## config.mk

```make
export PLATFORM = sky130hd
export DESIGN_NAME = i2c_expander_poller_flat
export DESIGN_NICKNAME = d
export VERILOG_FILES = /design/src/rtl/i2c_expander_poller_if.sv /design/src/rtl/i2c_expander_poller.sv /design/src/flat_wrapper.sv
export SDC_FILE = /design/constraint.sdc
export NUM_CORES = 1
export LEC_CHECK = 0
export BUFFER_PORTS_ARGS = -buffer_cell sky130_fd_sc_hd__clkbuf_2
export CORE_ASPECT_RATIO = 0.8
export CORE_MARGIN = 1.5
export CORE_UTILIZATION = 45
export DETAILED_ROUTE_END_ITERATION = 16
export PLACE_DENSITY = 0.75
export SLEW_MARGIN = 10
export SYNTH_ARGS = -nofsm -noshare
export SYNTH_HDL_FRONTEND = slang
export SYNTH_SLANG_ARGS = --single-unit
```

## constraint.sdc

```tcl
create_clock -name clk -period 5.99 [get_ports clk]
set_clock_uncertainty 0.2 [all_clocks]
set_input_delay 1.198 -clock clk [delete_from_list [all_inputs] [get_ports clk]]
set_output_delay 1.198 -clock clk [all_outputs]
set_load 0.02 [all_outputs]
```

## src/rtl/i2c_expander_poller_if.sv

```systemverilog
// Register-level I2C transaction bus between the expander poller (master)
// and the I2C transaction controller (slave).
//   xact_wr / xact_rd   level request, exactly one high while a request is open
//   xact_dev            7-bit target address
//   xact_reg            register address
//   xact_wdata          write data
//   xact_rdata          read data, valid with xact_done
//   xact_done           1-cycle completion pulse
//   xact_err            1-cycle NACK pulse, terminates the request
interface i2c_expander_poller_if;
    logic       xact_wr;
    logic       xact_rd;
    logic [6:0] xact_dev;
    logic [7:0] xact_reg;
    logic [7:0] xact_wdata;
    logic [7:0] xact_rdata;
    logic       xact_done;
    logic       xact_err;

    modport master (
        output xact_wr, xact_rd, xact_dev, xact_reg, xact_wdata,
        input  xact_rdata, xact_done, xact_err
    );

    modport slave (
        input  xact_wr, xact_rd, xact_dev, xact_reg, xact_wdata,
        output xact_rdata, xact_done, xact_err
    );
endinterface

```

## src/rtl/i2c_expander_poller.sv

```systemverilog
// Multi-device PCA9554-style GPIO expander manager.
// After reset it waits STARTUP_CYC, configures each expander (direction reg
// then output reg), then in IDLE writes any output byte that differs from the
// last value written and polls input bytes every POLL_CYC cycles.
// Ports:
//   clk, reset   clock, asynchronous active-high reset
//   out_val      desired output byte per device (byte i = device i)
//   in_val       last input byte read per device
//   in_chg       1-cycle pulse per device whose in_val changed
//   irq          sticky: input change or device error; cleared by irq_clr
//   irq_clr      clears irq and dev_err (a same-cycle set wins)
//   dev_err      sticky per-device NACK/timeout flag
//   ready        high in IDLE
//   bus          transaction controller interface (master side)
module i2c_expander_poller #(
    parameter int                   NUM_DEV     = 2,
    parameter logic [6:0]           ADDR_BASE   = 7'h20,
    parameter logic [NUM_DEV*8-1:0] IO_DIR      = 16'hA8A8,
    parameter int                   POLL_CYC    = 50000,
    parameter int                   STARTUP_CYC = 100,
    parameter int                   TIMEOUT_CYC = 100000
) (
    input  logic                 clk,
    input  logic                 reset,
    input  logic [NUM_DEV*8-1:0] out_val,
    output logic [NUM_DEV*8-1:0] in_val,
    output logic [NUM_DEV-1:0]   in_chg,
    output logic                 irq,
    input  logic                 irq_clr,
    output logic [NUM_DEV-1:0]   dev_err,
    output logic                 ready,
    i2c_expander_poller_if.master bus
);
    localparam int IW = (NUM_DEV > 1) ? $clog2(NUM_DEV) : 1;

    typedef enum logic [2:0] {ST_STARTUP, ST_CFG, ST_IDLE, ST_WR, ST_RD} state_t;
    state_t state, state_n;

    logic [7:0]    outb   [NUM_DEV];
    logic [7:0]    dirb   [NUM_DEV];
    logic [7:0]    shadow [NUM_DEV];
    logic [7:0]    in_q   [NUM_DEV];

    logic [IW-1:0] idx, idx_n;
    logic          step, step_n;      // CFG sub-step: 0 = direction, 1 = output
    logic          busy;              // request currently presented on the bus
    logic          wr_q;
    logic [7:0]    reg_q, wdata_q;
    logic [31:0]   start_cnt, tmr, poll_cnt;
    logic          poll_pend;

    logic          launch, round_end;
    logic          l_wr;
    logic [7:0]    l_reg, l_wdata;
    logic          tmo, fin, ok, fail, last, tick, chg_hit;
    logic          diff_any;
    logic [IW-1:0] diff_idx;

    for (genvar g = 0; g < NUM_DEV; g++) begin : g_dev
        assign outb[g]           = out_val[g*8 +: 8];
        assign dirb[g]           = IO_DIR[g*8 +: 8];
        assign in_val[g*8 +: 8]  = in_q[g];
    end

    assign tmo     = busy && (tmr == 32'(TIMEOUT_CYC - 1));
    assign fin     = busy && (bus.xact_done || bus.xact_err || tmo);
    // An error pulse takes precedence over a coincident done.
    assign ok      = busy && bus.xact_done && !bus.xact_err;
    assign fail    = fin && !ok;
    assign last    = (idx == IW'(NUM_DEV - 1));
    assign tick    = (state inside {ST_IDLE, ST_WR, ST_RD}) && (poll_cnt == 32'(POLL_CYC - 1));
    assign chg_hit = ok && !wr_q && (bus.xact_rdata != in_q[idx]);

    assign ready          = (state == ST_IDLE);
    assign bus.xact_wr    = busy && wr_q;
    assign bus.xact_rd    = busy && !wr_q;
    assign bus.xact_dev   = busy ? (ADDR_BASE + 7'(idx)) : 7'h00;
    assign bus.xact_reg   = reg_q;
    assign bus.xact_wdata = wdata_q;

    // Lowest-index device whose desired output differs from what was written.
    always_comb begin
        diff_any = 1'b0;
        diff_idx = '0;
        for (int i = NUM_DEV - 1; i >= 0; i--) begin
            if (outb[i] != shadow[i]) begin
                diff_any = 1'b1;
                diff_idx = IW'(i);
            end
        end
    end

    always_ff @(posedge clk or posedge reset) begin
        if (reset) state <= ST_STARTUP;
        else       state <= state_n;
    end

    always_comb begin
        state_n   = state;
        idx_n     = idx;
        step_n    = step;
        launch    = 1'b0;
        round_end = 1'b0;
        l_wr      = 1'b1;
        l_reg     = 8'h01;
        l_wdata   = outb[idx];
        case (state)
            ST_STARTUP: begin
                if (start_cnt == 32'(STARTUP_CYC - 1)) begin
                    state_n = ST_CFG;
                    idx_n   = '0;
                    step_n  = 1'b0;
                end
            end
            ST_CFG: begin
                l_reg   = step ? 8'h01 : 8'h03;
                l_wdata = step ? outb[idx] : dirb[idx];
                if (!busy) launch = 1'b1;
                else if (fin) begin
                    // failed steps advance too; a failed output write is
                    // retried from IDLE because shadow stays stale
                    if (!step) step_n = 1'b1;
                    else begin
                        step_n = 1'b0;
                        if (last) state_n = ST_IDLE;
                        else      idx_n   = idx + 1'b1;
                    end
                end
            end
            ST_IDLE: begin
                if (diff_any) begin
                    state_n = ST_WR;
                    idx_n   = diff_idx;
                end else if (poll_pend) begin
                    state_n = ST_RD;
                    idx_n   = '0;
                end
            end
            ST_WR: begin
                if (!busy)    launch  = 1'b1;
                else if (fin) state_n = ST_IDLE;
            end
            ST_RD: begin
                l_wr    = 1'b0;
                l_reg   = 8'h00;
                l_wdata = 8'h00;
                if (!busy) launch = 1'b1;
                else if (fin) begin
                    if (last) begin
                        state_n   = ST_IDLE;
                        round_end = 1'b1;
                    end else idx_n = idx + 1'b1;
                end
            end
            default: state_n = ST_STARTUP;
        endcase
    end

    always_ff @(posedge clk or posedge reset) begin
        if (reset) begin
            idx       <= '0;
            step      <= 1'b0;
            busy      <= 1'b0;
            wr_q      <= 1'b0;
            reg_q     <= 8'h00;
            wdata_q   <= 8'h00;
            start_cnt <= '0;
            tmr       <= '0;
            poll_cnt  <= '0;
            poll_pend <= 1'b0;
            in_chg    <= '0;
            irq       <= 1'b0;
            dev_err   <= '0;
            for (int i = 0; i < NUM_DEV; i++) begin
                shadow[i] <= 8'h00;
                in_q[i]   <= 8'h00;
            end
        end else begin
            idx    <= idx_n;
            step   <= step_n;
            in_chg <= '0;

            if (state == ST_STARTUP) start_cnt <= start_cnt + 1'b1;

            if (launch) begin
                busy    <= 1'b1;
                wr_q    <= l_wr;
                reg_q   <= l_reg;
                wdata_q <= l_wdata;
            end else if (fin) begin
                busy    <= 1'b0;
            end
            tmr <= (busy && !fin) ? tmr + 1'b1 : '0;

            // only output-register writes update the shadow
            if (ok && wr_q && reg_q == 8'h01) shadow[idx] <= wdata_q;

            if (ok && !wr_q) begin
                in_q[idx] <= bus.xact_rdata;
                if (chg_hit) in_chg[idx] <= 1'b1;
            end

            for (int i = 0; i < NUM_DEV; i++)
                dev_err[i] <= (dev_err[i] && !irq_clr) || (fail && idx == IW'(i));
            irq <= (irq && !irq_clr) || fail || chg_hit;

            if (state inside {ST_IDLE, ST_WR, ST_RD})
                poll_cnt <= tick ? '0 : poll_cnt + 1'b1;
            // a tick landing inside a poll round is dropped
            if (round_end) poll_pend <= 1'b0;
            if (tick && state != ST_RD) poll_pend <= 1'b1;
        end
    end
endmodule

```

## src/flat_wrapper.sv

```systemverilog
// flat-port wrapper written by rule: the top's interface ports become plain ports
module i2c_expander_poller_flat 
#(
    parameter int                   NUM_DEV     = 2,
    parameter logic [6:0]           ADDR_BASE   = 7'h20,
    parameter logic [NUM_DEV*8-1:0] IO_DIR      = 16'hA8A8,
    parameter int                   POLL_CYC    = 50000,
    parameter int                   STARTUP_CYC = 100,
    parameter int                   TIMEOUT_CYC = 100000
)
  (clk, reset, out_val, in_val, in_chg, irq, irq_clr, dev_err, ready, bus_xact_wr, bus_xact_rd, bus_xact_dev, bus_xact_reg, bus_xact_wdata, bus_xact_rdata, bus_xact_done, bus_xact_err);
  i2c_expander_poller_if bus_i ();
  input  logic clk;
  input  logic reset;
  input  logic [NUM_DEV*8-1:0] out_val;
  output logic [NUM_DEV*8-1:0] in_val;
  output logic [NUM_DEV-1:0] in_chg;
  output logic irq;
  input  logic irq_clr;
  output logic [NUM_DEV-1:0] dev_err;
  output logic ready;
  output wire logic [$bits(bus_i.xact_wr)-1:0] bus_xact_wr;
  output wire logic [$bits(bus_i.xact_rd)-1:0] bus_xact_rd;
  output wire logic [$bits(bus_i.xact_dev)-1:0] bus_xact_dev;
  output wire logic [$bits(bus_i.xact_reg)-1:0] bus_xact_reg;
  output wire logic [$bits(bus_i.xact_wdata)-1:0] bus_xact_wdata;
  input wire logic [$bits(bus_i.xact_rdata)-1:0] bus_xact_rdata;
  input wire logic [$bits(bus_i.xact_done)-1:0] bus_xact_done;
  input wire logic [$bits(bus_i.xact_err)-1:0] bus_xact_err;
  assign bus_xact_wr = bus_i.xact_wr;
  assign bus_xact_rd = bus_i.xact_rd;
  assign bus_xact_dev = bus_i.xact_dev;
  assign bus_xact_reg = bus_i.xact_reg;
  assign bus_xact_wdata = bus_i.xact_wdata;
  assign bus_i.xact_rdata = bus_xact_rdata;
  assign bus_i.xact_done = bus_xact_done;
  assign bus_i.xact_err = bus_xact_err;
  i2c_expander_poller #(.NUM_DEV(NUM_DEV), .ADDR_BASE(ADDR_BASE), .IO_DIR(IO_DIR), .POLL_CYC(POLL_CYC), .STARTUP_CYC(STARTUP_CYC), .TIMEOUT_CYC(TIMEOUT_CYC)) u_core (.clk(clk), .reset(reset), .out_val(out_val), .in_val(in_val), .in_chg(in_chg), .irq(irq), .irq_clr(irq_clr), .dev_err(dev_err), .ready(ready), .bus(bus_i));
endmodule
```

==> results of run 1 <==
-- cell usage after synthesis (all sizes together) (2+ instances only) --
cell     instances
a21oi           14
nand2b           5
o2bb2ai          3
a211oi           3
nor2            81
o211ai           4
xnor2           58
dfrtp          151
mux2i           13
and2             3
clkbuf          13
buf             18
mux2            35
a31oi            2
nor4b            4
a21o             3
nand4           26
ha               3
and3            15
nand2           58
or4              3
nor2b            4
nor3            20
o21ai           10
a22o             2
or2              2
xor2            55
inv             16
and4             9
nand3           32
nor4            21
-- layer usage --
metal | track usage | wire, um | up-vias
li1 | - | - | 2536
met1 | 0.2689 | 7406 | 2588
met2 | 0.2583 | 6266 | 101
met3 | 0.04591 | 612 | 15
met4 | 0.05740 | 199 | 0
met5 | 0 | 0 | -
-- power breakdown --
group / leakage, nW / total [mW] / switching (mW) / internal (mW)
logic: 1.57 / 0.771 / 0.443 / 0.328
clock network: 0.292 / 1.10 / 0.470 / 0.632
registers: 2.00 / 1.37 / 0.179 / 1.19
total: 3.86 / 3.24 / 1.09 / 2.15
-- critical path: stages (launching register included) --
cell                       delay, ps
sky130_fd_sc_hd__dfrtp_1         630
sky130_fd_sc_hd__inv_1           180
sky130_fd_sc_hd__nor3_1          400
sky130_fd_sc_hd__clkbuf_2        280
-- worst max-delay path by stage --
stage,end,slack (ps),depth (start not counted)
2_1_floorplan,u_core.bus.xact_reg[0],530,1
3_3_place_gp,u_core.state[0],2770,8
3_5_place_dp,u_core.state[0],2600,8
4_1_cts,ready,2680,3
5_1_grt,u_core.tmr[13],2410,6
6_report,ready,2680,3
-- kinds of logic (layout without fill, tap and decap cells) --
group	Yosys count	after routing	share of synthesized area
buffers and inverters	47	114	0.03131
AND/OR/NAND/NOR	286	286	0.1993
multiplexers	48	48	0.07131
XOR/XNOR	113	113	0.1346
adder cells (fa/ha/maj)	3	3	0.005106
other	1	11	0.0005101
AO/OA/AOI/OAI	49	49	0.04391
flip-flops	151	151	0.5140
-- area by class of cell --
type                            instances  area, um2  area share
Tap cell                              215      269.0     0.03190
Clock inverter                         15      178.9     0.02122
Multi-Input combinational cell        510       3381      0.4009
Clock buffer                           17      425.4     0.05045
Timing Repair Buffer                   66      335.3     0.03976
Inverter                               16      65.06    0.007715
Sequential cell                       151       3779      0.4481
-- stage by stage --
step	utilization	cell area, um2	hold slack, ps
final	0.5320	8433	274.2
after global routing	0.5320	8433	299.4
after CTS	0.5320	8433	277.7
after detailed placement	0.4939	7829	266.6
after global placement	0.4939	7829	259.6
after floorplan	-	7390	242.9
==> results summary, run 1 <==
For the pin with the worst max-slew slack, the measured transition is 1122 ps. The count of buffers inserted at the top-level ports is 64. The setup slack of the worst register-to-register path is 2860 ps. The timing startpoint of the critical path is u_core.state[1]. The total of max-cap violations came out at 0. The final critical-path setup slack is 2678 ps. The number of global-route vias before repair came out at 5146. The total global-route track usage came out at 0.1814.

In the synthesized netlist the dominant register cell turns out to be sky130_fd_sc_hd__dfrtp_1. The number of clock buffers added by TritonCTS is 17. The TritonCTS sink count came out at 151.

The last weighted congestion value of the routability-driven placer came out at 0.8011. The combined area of all synthesized cells is 7352 um2. The antenna diode instance count is 0. Entering global routing, the biggest net connects 112 pins. Timing would allow up to 0.3019 GHz. After clock tree synthesis, the clock-pin slew on the worst setup and hold paths is 60 ps. The power density over the cells is 384.5 nW/um2. The width of the die came out at 145.9 um.

The run finished with clean final reports. The synthesized design contains 151 register bits. In the post-synthesis netlist, the biggest area contributors are sky130_fd_sc_hd__dfrtp_1, sky130_fd_sc_hd__xnor2_1, sky130_fd_sc_hd__xor2_1. The number of stages on the worst hold path came out at 1.

The worst setup path is of the reg -> out kind. The post-cts sizing count came out at 0. The worst setup path is captured at an output port.

The number of cells on the worst reg-to-reg path came out at 7. The leakage power total came out at 3.862 nW. The number of hold-repair buffers added at the cts stage came out at 0.

The total setup violations reported at the end of the flow came out at 0. The library cells used most frequently in the layout, excluding fill and tap cells, are sky130_fd_sc_hd__dfrtp_1, sky130_fd_sc_hd__nor2_1, sky130_fd_sc_hd__clkbuf_2. After technology mapping, the gate count stands at 698. The area inside the core boundary is 15850 um2. TritonCTS built the clock tree. The Yosys step of the flow raised 0 warnings.

The H-tree was split into 4 levels. The layout overhead on the synthesized area came out at 14.70%. The layout filler cell count came out at 1378. The top-level I/O count is 76. The final standard cell count with taps included and fillers excluded is 990. The worst vdd rail ir drop came out at 0.2718 mV.

The vias per cell is 5.293. The initial antenna violation count is 0. The cell row count came out at 41. The routed layout has 5240 vias.

The first global-routing pass estimated 25360 um of wire. Of the post-synthesis cell area, the dominant cell type holds 0.5140. Of all nets on the critical path, the largest fanout is 16.

Of all cell types, the one taking the most synthesized area is sky130_fd_sc_hd__dfrtp_1. The total overflow left after global routing is 0. The number of buffers added for setup after CTS came out at 0. The endpoint identified for the worst register-to-register timing path is u_core.start_cnt[28]. The final clock period utilization by the worst path is 0.5529. The die covers 17120 um2. The worst path required time is 4590 ps.

The post-route setup TNS came out at 0 ps. The routed wirelength normalized by instance count is 14.63 um. The hold violation total from the final report came out at 0. The data arrival time of the critical path is 1910 ps. The DRC violation count after routing came out at 0. The fraction of final layout cells with drive strength greater than 1 is 0.1897. The largest registers in the layout are u_core.poll_cnt (32), u_core.start_cnt (32), u_core.tmr (32). The post-synthesis async set-or-reset flop share came out at 1.000. The final wirelength is 14490 um. In this run, synthesis inferred 0 flip-flops with an integrated enable.

The worst hold path begins at u_core.start_cnt[31]. The part of the Yosys area used for sequential elements is 0.5140. The residual antenna-violating net count after detailed routing is 0. The worst hold path terminates at u_core.start_cnt[31]. The net count of the finished layout is 794.

After detailed placement, the design holds a cell count of 958. The first-pass iteration count of the detailed router came out at 5. In this run the critical register-to-register path is launched from u_core.state[0]. Setup repair after global routing left no endpoint under its margin. The number of distinct library cell variants in the gate-level netlist after synthesis came out at 52.

Summing internal, switching and leakage power gives 3.242 mW. In this run, the number of DRC markers left after iteration 0 of detailed routing was 395. The HPWL after detailed placement came out at 9797 um.

The clock latency reported for the late side of the worst-skew pair is 430 ps. The final critical-path required period came out at 3312 ps. The final-report max-slew violation count is 0.

The post-placement worst setup slack came out at 2600 ps. The critical path launch point type is a flop. The post-synthesis area per instance is 10.53 um2.

The min-delay analysis places its worst path in the category reg -> reg. The clock tree root buffer cell is sky130_fd_sc_hd__clkbuf_16. The longest clock path from root to sink contains 2 buffers. The library cell used most frequently in the layout, excluding fill and tap cells, is sky130_fd_sc_hd__dfrtp_1.

From bottom edge to top edge, the die measures 117.3 um. For this configuration, the core starts out at a cell density of 0.4638. The worst slew slack as a fraction of its limit is 0.2459.
No activity file was read; power rests on OpenSTA's default activity.
==> run 2: changes to the inputs <==
--- a/config.mk
+++ b/config.mk
@@ -10,7 +10,7 @@
 export CORE_MARGIN = 1.5
 export CORE_UTILIZATION = 45
 export DETAILED_ROUTE_END_ITERATION = 16
-export PLACE_DENSITY = 0.75
+export PLACE_DENSITY = 0.77
 export SLEW_MARGIN = 10
 export SYNTH_ARGS = -nofsm -noshare
 export SYNTH_HDL_FRONTEND = slang
==> constraint.sdc (replaced) <==
create_clock -name clk -period 2.85 [get_ports clk]
set_clock_uncertainty 0.2 [all_clocks]
set_input_delay 0.57 -clock clk [delete_from_list [all_inputs] [get_ports clk]]
set_output_delay 0.57 -clock clk [all_outputs]
set_load 0.02 [all_outputs]
==> run 2 against run 1 <==
Effect of this change:
- sequential cell count unchanged
- core utilization increased by 1.2 points
- clock power increased by 110%
- worst hold slack got worse by 59 ps
- combinational power increased by 120%
- register-to-register slack got worse by 2700 ps
- first-iteration DRC count decreased by 16%
- sequential power increased by 110%
- critical path type unchanged
==> results summary, run 2 (synthesis results as in run 1) <==
The worst reg2reg path startpoint is u_core.state[0]. The largest registers in the layout are u_core.poll_cnt (32), u_core.start_cnt (32), u_core.tmr (32). The final wirelength is 14950 um. The type of element capturing the critical path is an output port. The die outline area is 17120 um2. The number of nets at the end of the flow is 814.

The hold violation total from the final report came out at 0. In this run the most critical hold path is launched from bus_xact_rdata[2]. The worst slew slack as a fraction of its limit came out at 0.5457.

The critical path in this run is classified as reg -> out. The upper clock frequency limit came out at 0.3668 GHz. The top-level I/O count came out at 76. The last weighted congestion value of the routability-driven placer is 0.7875. In this run the vertical extent of the chip is 117.3 um. The area inside the core boundary is 15850 um2. The clock tree root buffer cell is sky130_fd_sc_hd__clkbuf_16. Leaving out fill and tap cells, the most frequent cells in the layout are sky130_fd_sc_hd__dfrtp_1, sky130_fd_sc_hd__nor2_1, sky130_fd_sc_hd__clkbuf_2. The data arrival time of the critical path is 1960 ps.

The design draws 6.911 mW. The layout overhead on the synthesized area came out at 17.22%. The number of design-rule violations left by the first detailed-router iteration is 332. The largest buffer count on any clock path came out at 2. The timing startpoint of the critical path is u_core.idx. The CTS buffer count is 17. The critical path launch point type is a flop.

The maximum fanout encountered on the critical timing path is 12. The worst path required time came out at 2080 ps. The number of vias in the routed layout came out at 5303. The maximum single-stage delay on the critical path came out at 710 ps. The DRC violation count after routing is 0. The total setup violations reported at the end of the flow came out at 0. The post-route setup TNS is 0 ps.

From left edge to right edge, the die measures 145.9 um. The first-pass GRT wire length came out at 25920 um. The post-cts sizing count is 0.

The final-report max-slew violation count is 0. The total of max-cap violations is 0. The fraction of final layout cells with drive strength greater than 1 came out at 0.2075. The worst path in the final design needs a cycle of 2726 ps, including I/O delays and setup. The signal on the critical path passes through inv_1, nor2_1, clkbuf_2. The clock drives 151 sinks.

The initial antenna violation count is 0. The first TritonRoute pass finished after 4 iterations. The worst vdd rail ir drop came out at 0.7608 mV. Dividing total power by cell area gives a power density of 801.9 nW/um2.

The number of setup buffers added after CTS is 0. Entering global routing, the biggest net connects 80 pins. The HPWL after detailed placement is 10190 um.

The count of buffers inserted at the top-level ports is 64. The leakage power total came out at 3.964 nW. The run finished with clean final reports. The total global-route track usage came out at 0.1879. The vias per cell came out at 5.250. The final clock period utilization by the worst path came out at 0.9567. The library cell used most frequently in the layout, excluding fill and tap cells, is sky130_fd_sc_hd__dfrtp_1. The initial core utilization came out at 0.4638. The routed wirelength normalized by instance count came out at 14.80 um. The antenna diode instance count came out at 0. After clock tree synthesis, the clock-pin slew on the worst setup and hold paths is 60 ps.

The measured slew at the worst slew-check pin came out at 678.4 ps. The clock latency reported for the late side of the worst-skew pair is 430 ps. The number of global-route vias before repair came out at 5266. Final hold analysis gives a worst-case slack of 214.7 ps. The H-tree level count came out at 4. The CTS tree is done. The floorplan has 41 rows. Setup repair after global routing left no endpoint under its margin. The cell type of the slowest stage on the worst timing path is sky130_fd_sc_hd__dfrtp_1. The total overflow reported by the global router is 0.

The min-delay analysis places its worst path in the category in -> reg. The residual antenna-violating net count after detailed routing came out at 0.
[run 2: stage by stage]
stage          setup slack (ps)  area, um2  utilization  instances
2_1_floorplan             167.6       7393            -        708
3_3_place_gp              152.9       7995       0.5044        977
3_5_place_dp              57.64       7995       0.5044        977
4_1_cts                   57.66       8618       0.5437       1010
5_1_grt                   29.84       8618       0.5437       1010
6_report                  123.5       8618       0.5437       1010
[run 2: path summary, 6_finish.rpt]
kind,to,slack [ps],cells past startpoint
setup / recovery,bus_xact_dev[0],120,3
hold / removal,u_core.in_val[10],210,2
setup reg to reg,u_core.start_cnt[31],150,7
hold reg to reg,u_core.start_cnt[31],280,1
max in group asynchronous,u_core.shadow[13],1290,4
min in group asynchronous,u_core.poll_cnt[23],470,3
[run 2: critical path: cells and delay by family, from the launching register on]
family | cells | cell delay, ps
DFF | 1 | 710
buffers and inverters | 2 | 530
and+or+nand+nor | 1 | 280
[run 2: cell type report]
cell class | count | area (um2)
clock buffers | 19 | 442.9
clock inverters | 13 | 170.2
fillers | 1331 | 7233
inverters | 16 | 63.81
multi-input cells | 510 | 3381
flip-flops and latches | 151 | 3779
well taps | 215 | 269.0
repair buffers | 86 | 513.0
[run 2: routing by layer]
metal	up-vias	GRT usage	routed length (um)
li1	2562	-	-
met1	2625	0.2738	7450
met2	95	0.2661	6642
met3	21	0.05798	654
met4	0	0.05931	204
met5	-	0	0
[run 2: power by group]
part           switching, mW  leakage, nW  total (mW)  internal, mW
clock network          0.922        0.291        2.33          1.41
logic                  0.978         1.67        1.71         0.734
registers              0.363         2.00        2.87          2.50
[run 2: what timing repair did]
action                                  in CTS  in global routing
hold buffers                                 1                  0
endpoints found under the setup margin       0                  1
endpoints found under the hold margin       12                  0
==> run 3: changes to the inputs <==
--- a/config.mk
+++ b/config.mk
@@ -8,9 +8,9 @@
 export BUFFER_PORTS_ARGS = -buffer_cell sky130_fd_sc_hd__clkbuf_2
 export CORE_ASPECT_RATIO = 0.8
 export CORE_MARGIN = 1.5
-export CORE_UTILIZATION = 45
+export CORE_UTILIZATION = 35
 export DETAILED_ROUTE_END_ITERATION = 16
-export PLACE_DENSITY = 0.77
+export PLACE_DENSITY = 0.65
 export SLEW_MARGIN = 10
 export SYNTH_ARGS = -nofsm -noshare
 export SYNTH_HDL_FRONTEND = slang
==> run 3 against run 2 <==
Effect of this change:
- cell count rose by 5.7%
- core utilization fell by 12 points
- clock power rose by 2%
- largest cell class unchanged
- cell area rose by 1.4%
- largest power group unchanged
- sequential power fell by 1%
- power rose by 0.64%
- global-route usage fell by 4.1 points
- routed wire length rose by 0.41%
- sequential share of layout area fell by 0.58 points
==> results summary, run 3 (synthesis results as in run 1) <==
For this run, the detailed router's first-pass iteration total came to 5. The maximum single-stage delay on the critical path came out at 520 ps. The type of element capturing the critical path is a flop. The routed wirelength normalized by instance count is 14.06 um. Leaving out fill and tap cells, the most frequent cell in the layout is sky130_fd_sc_hd__dfrtp_1. The vias per cell is 4.867. STA puts the critical path data required time at 2990 ps.

The cell row count is 47. The layout filler cell count came out at 1970. The height of the die came out at 132.6 um. The critical path launch point type is a flop.

The cell count after placement is 1035. The post-placement worst setup slack is 99.96 ps. The antenna diode instance count is 0.

The tree is rooted in a sky130_fd_sc_hd__clkbuf_16. The power density over the cells came out at 796.2 nW/um2. The hold violation total from the final report came to 0. The area inside the core boundary came out at 20640 um2. The number of global-route vias before repair is 5082. The largest buffer count on any clock path is 2. The fraction of power consumed by the clock network is 0.341. Walking the worst path, the cells encountered are buf_4, or3b_2, a21o_1, nor3_2, and3_2, nand4_1, nor2_1, xor2_1. The DRC violation count after routing is 0. Clock-pin slew was measured on the worst setup and hold paths at 60 ps. At the later pin of the worst-skew pair, clock insertion delay measures 420 ps. Leaving out fill and tap cells, the most frequent cells in the layout are sky130_fd_sc_hd__dfrtp_1, sky130_fd_sc_hd__nor2_1, sky130_fd_sc_hd__clkbuf_2. The maximum fanout encountered on the critical timing path is 15.

The CTS tree is done. The H-tree level count came out at 4. The pin count of the biggest net entering global routing came out at 61. Setup repair after global routing left no endpoint under its margin. The fraction of final layout cells with drive strength greater than 1 is 0.2115. The switching power of the nets is 2.222 mW.

The analysis attributes to cell leakage a power of 3.989 nW. The final worst hold slack is 216.8 ps. The die outline area came out at 21890 um2.

The final critical-path setup slack is 177.4 ps. The number of design-rule violations left by the first detailed-router iteration came out at 275. The layout overhead on the synthesized area came out at 18.81%. The total power consumption of the routed design is 6.955 mW. The total setup violations reported at the end of the flow came out at 0. The cell internal power dissipation came out at 4.732 mW. The final-report max-slew violation count is 0. Detailed routing inserted a total of 5198 vias. The share of power burned in combinational logic is 0.251. At the end of the flow the core is filled with cells to 0.4232.

In the final layout, the registers with the most flip-flops are u_core.poll_cnt (32), u_core.start_cnt (32), u_core.tmr (32). The upper clock frequency limit came out at 0.3742 GHz. The last weighted congestion value of the routability-driven placer came out at 0.8185. Detailed placement finished with a half-perimeter wire length of 10700 um. Headroom to the max-slew limit came out at 0.4413. The first global-routing pass estimated 25660 um of wire. The count of buffers inserted at the top-level ports came out at 64. The TritonCTS sink count came out at 151.

For this design the top-level I/O count stands at 76. The final clock period utilization by the worst path came out at 0.9377. The final standard cell area without fillers is 8735 um2.

The number of nets at the end of the flow is 818. The switching share of power is 0.3195. The run finished with clean final reports. The width of the die came out at 165.0 um. The measured slew at the worst slew-check pin is 834.4 ps.

The count of cells in the finished layout, fillers not included, comes to 1068. The residual antenna-violating net count after detailed routing is 0. The post-place instance area came out at 8080 um2. The sequential group share of total power came out at 0.407. In the final layout, flip-flops and latches occupy 3779 um2. Across the run, the number of max-cap violations was 0. The critical path is of the reg -> reg type.

The worst-case IR drop observed on VDD is 0.4507 mV. The slowest stage of the critical path belongs to the cell sky130_fd_sc_hd__or3b_2. The total overflow reported by the global router came out at 0. The total global-route track usage is 0.1469. Data on the critical path arrives at its endpoint at 2810 ps. The initial antenna violation count came out at 0. The post-route setup TNS is 0 ps. The final wirelength came out at 15010 um. For this configuration, the core starts out at a cell density of 0.3562. The multi-input combinational cells in the finished layout cover a total of 3402 um2. The final critical-path required period came out at 2673 ps. The CTS buffer count came out at 17. The class of the tightest hold or removal check is in -> reg.
==> run 3: final cells by class <==
class,instances,share of cell area
multi-input cells,510,0.3895
inverters,16,0.007306
clock inverters,11,0.01977
flip-flops and latches,151,0.4326
clock buffers,21,0.05157
well taps,269,0.03853
repair buffers,90,0.06074
==> run 3: power by group through the flow <==
stage / logic (mW) / registers (mW) / clock network (mW)
global route: 1.93 / 2.88 / 2.52
floorplan: 1.04 / 3.00 / 0
global placement: 1.73 / 2.85 / 0
detailed placement: 1.76 / 2.86 / 0
CTS: 1.77 / 2.83 / 2.43
finish: 1.75 / 2.83 / 2.37
==> run 3: what timing repair did <==
item                                   CTS  global route
endpoints found under the hold margin   12             0
gates resized for setup                  0             4
hold buffers                             1             0
setup endpoints to repair                0             7
buffers inserted                         0             0
==> run 3: metal layers <==
layer  GRT usage  wire, um
met1      0.2246      7967
met2      0.2022      6584
met3     0.03918       431
met4     0.03854        31
met5           0         0
==> run 3: path summary, 6_finish.rpt <==
| path | start | endpoint | slack [ps] | cells after the start |
|---|---|---|---|---|
| setup reg to reg | u_core.state[1] | u_core.poll_cnt[30] | 180 | 8 |
| min in group asynchronous | reset | u_core.tmr[15] | 470 | 3 |
| hold reg to reg | u_core.poll_cnt[31] | u_core.poll_cnt[31] | 280 | 1 |
| hold / removal | bus_xact_rdata[0] | u_core.in_val[0] | 220 | 2 |
| setup / recovery | u_core.state[1] | u_core.poll_cnt[30] | 180 | 8 |
| max in group asynchronous | reset | u_core.poll_cnt[31] | 1060 | 4 |
==> run 3: critical path, delay by kind of cell (launching register included) <==
kind / cells / cell delay, ps
flops: 1 / 380
xor+xnor: 1 / 170
buf+inv: 1 / 180
compound gates: 1 / 250
simple gates: 5 / 1420
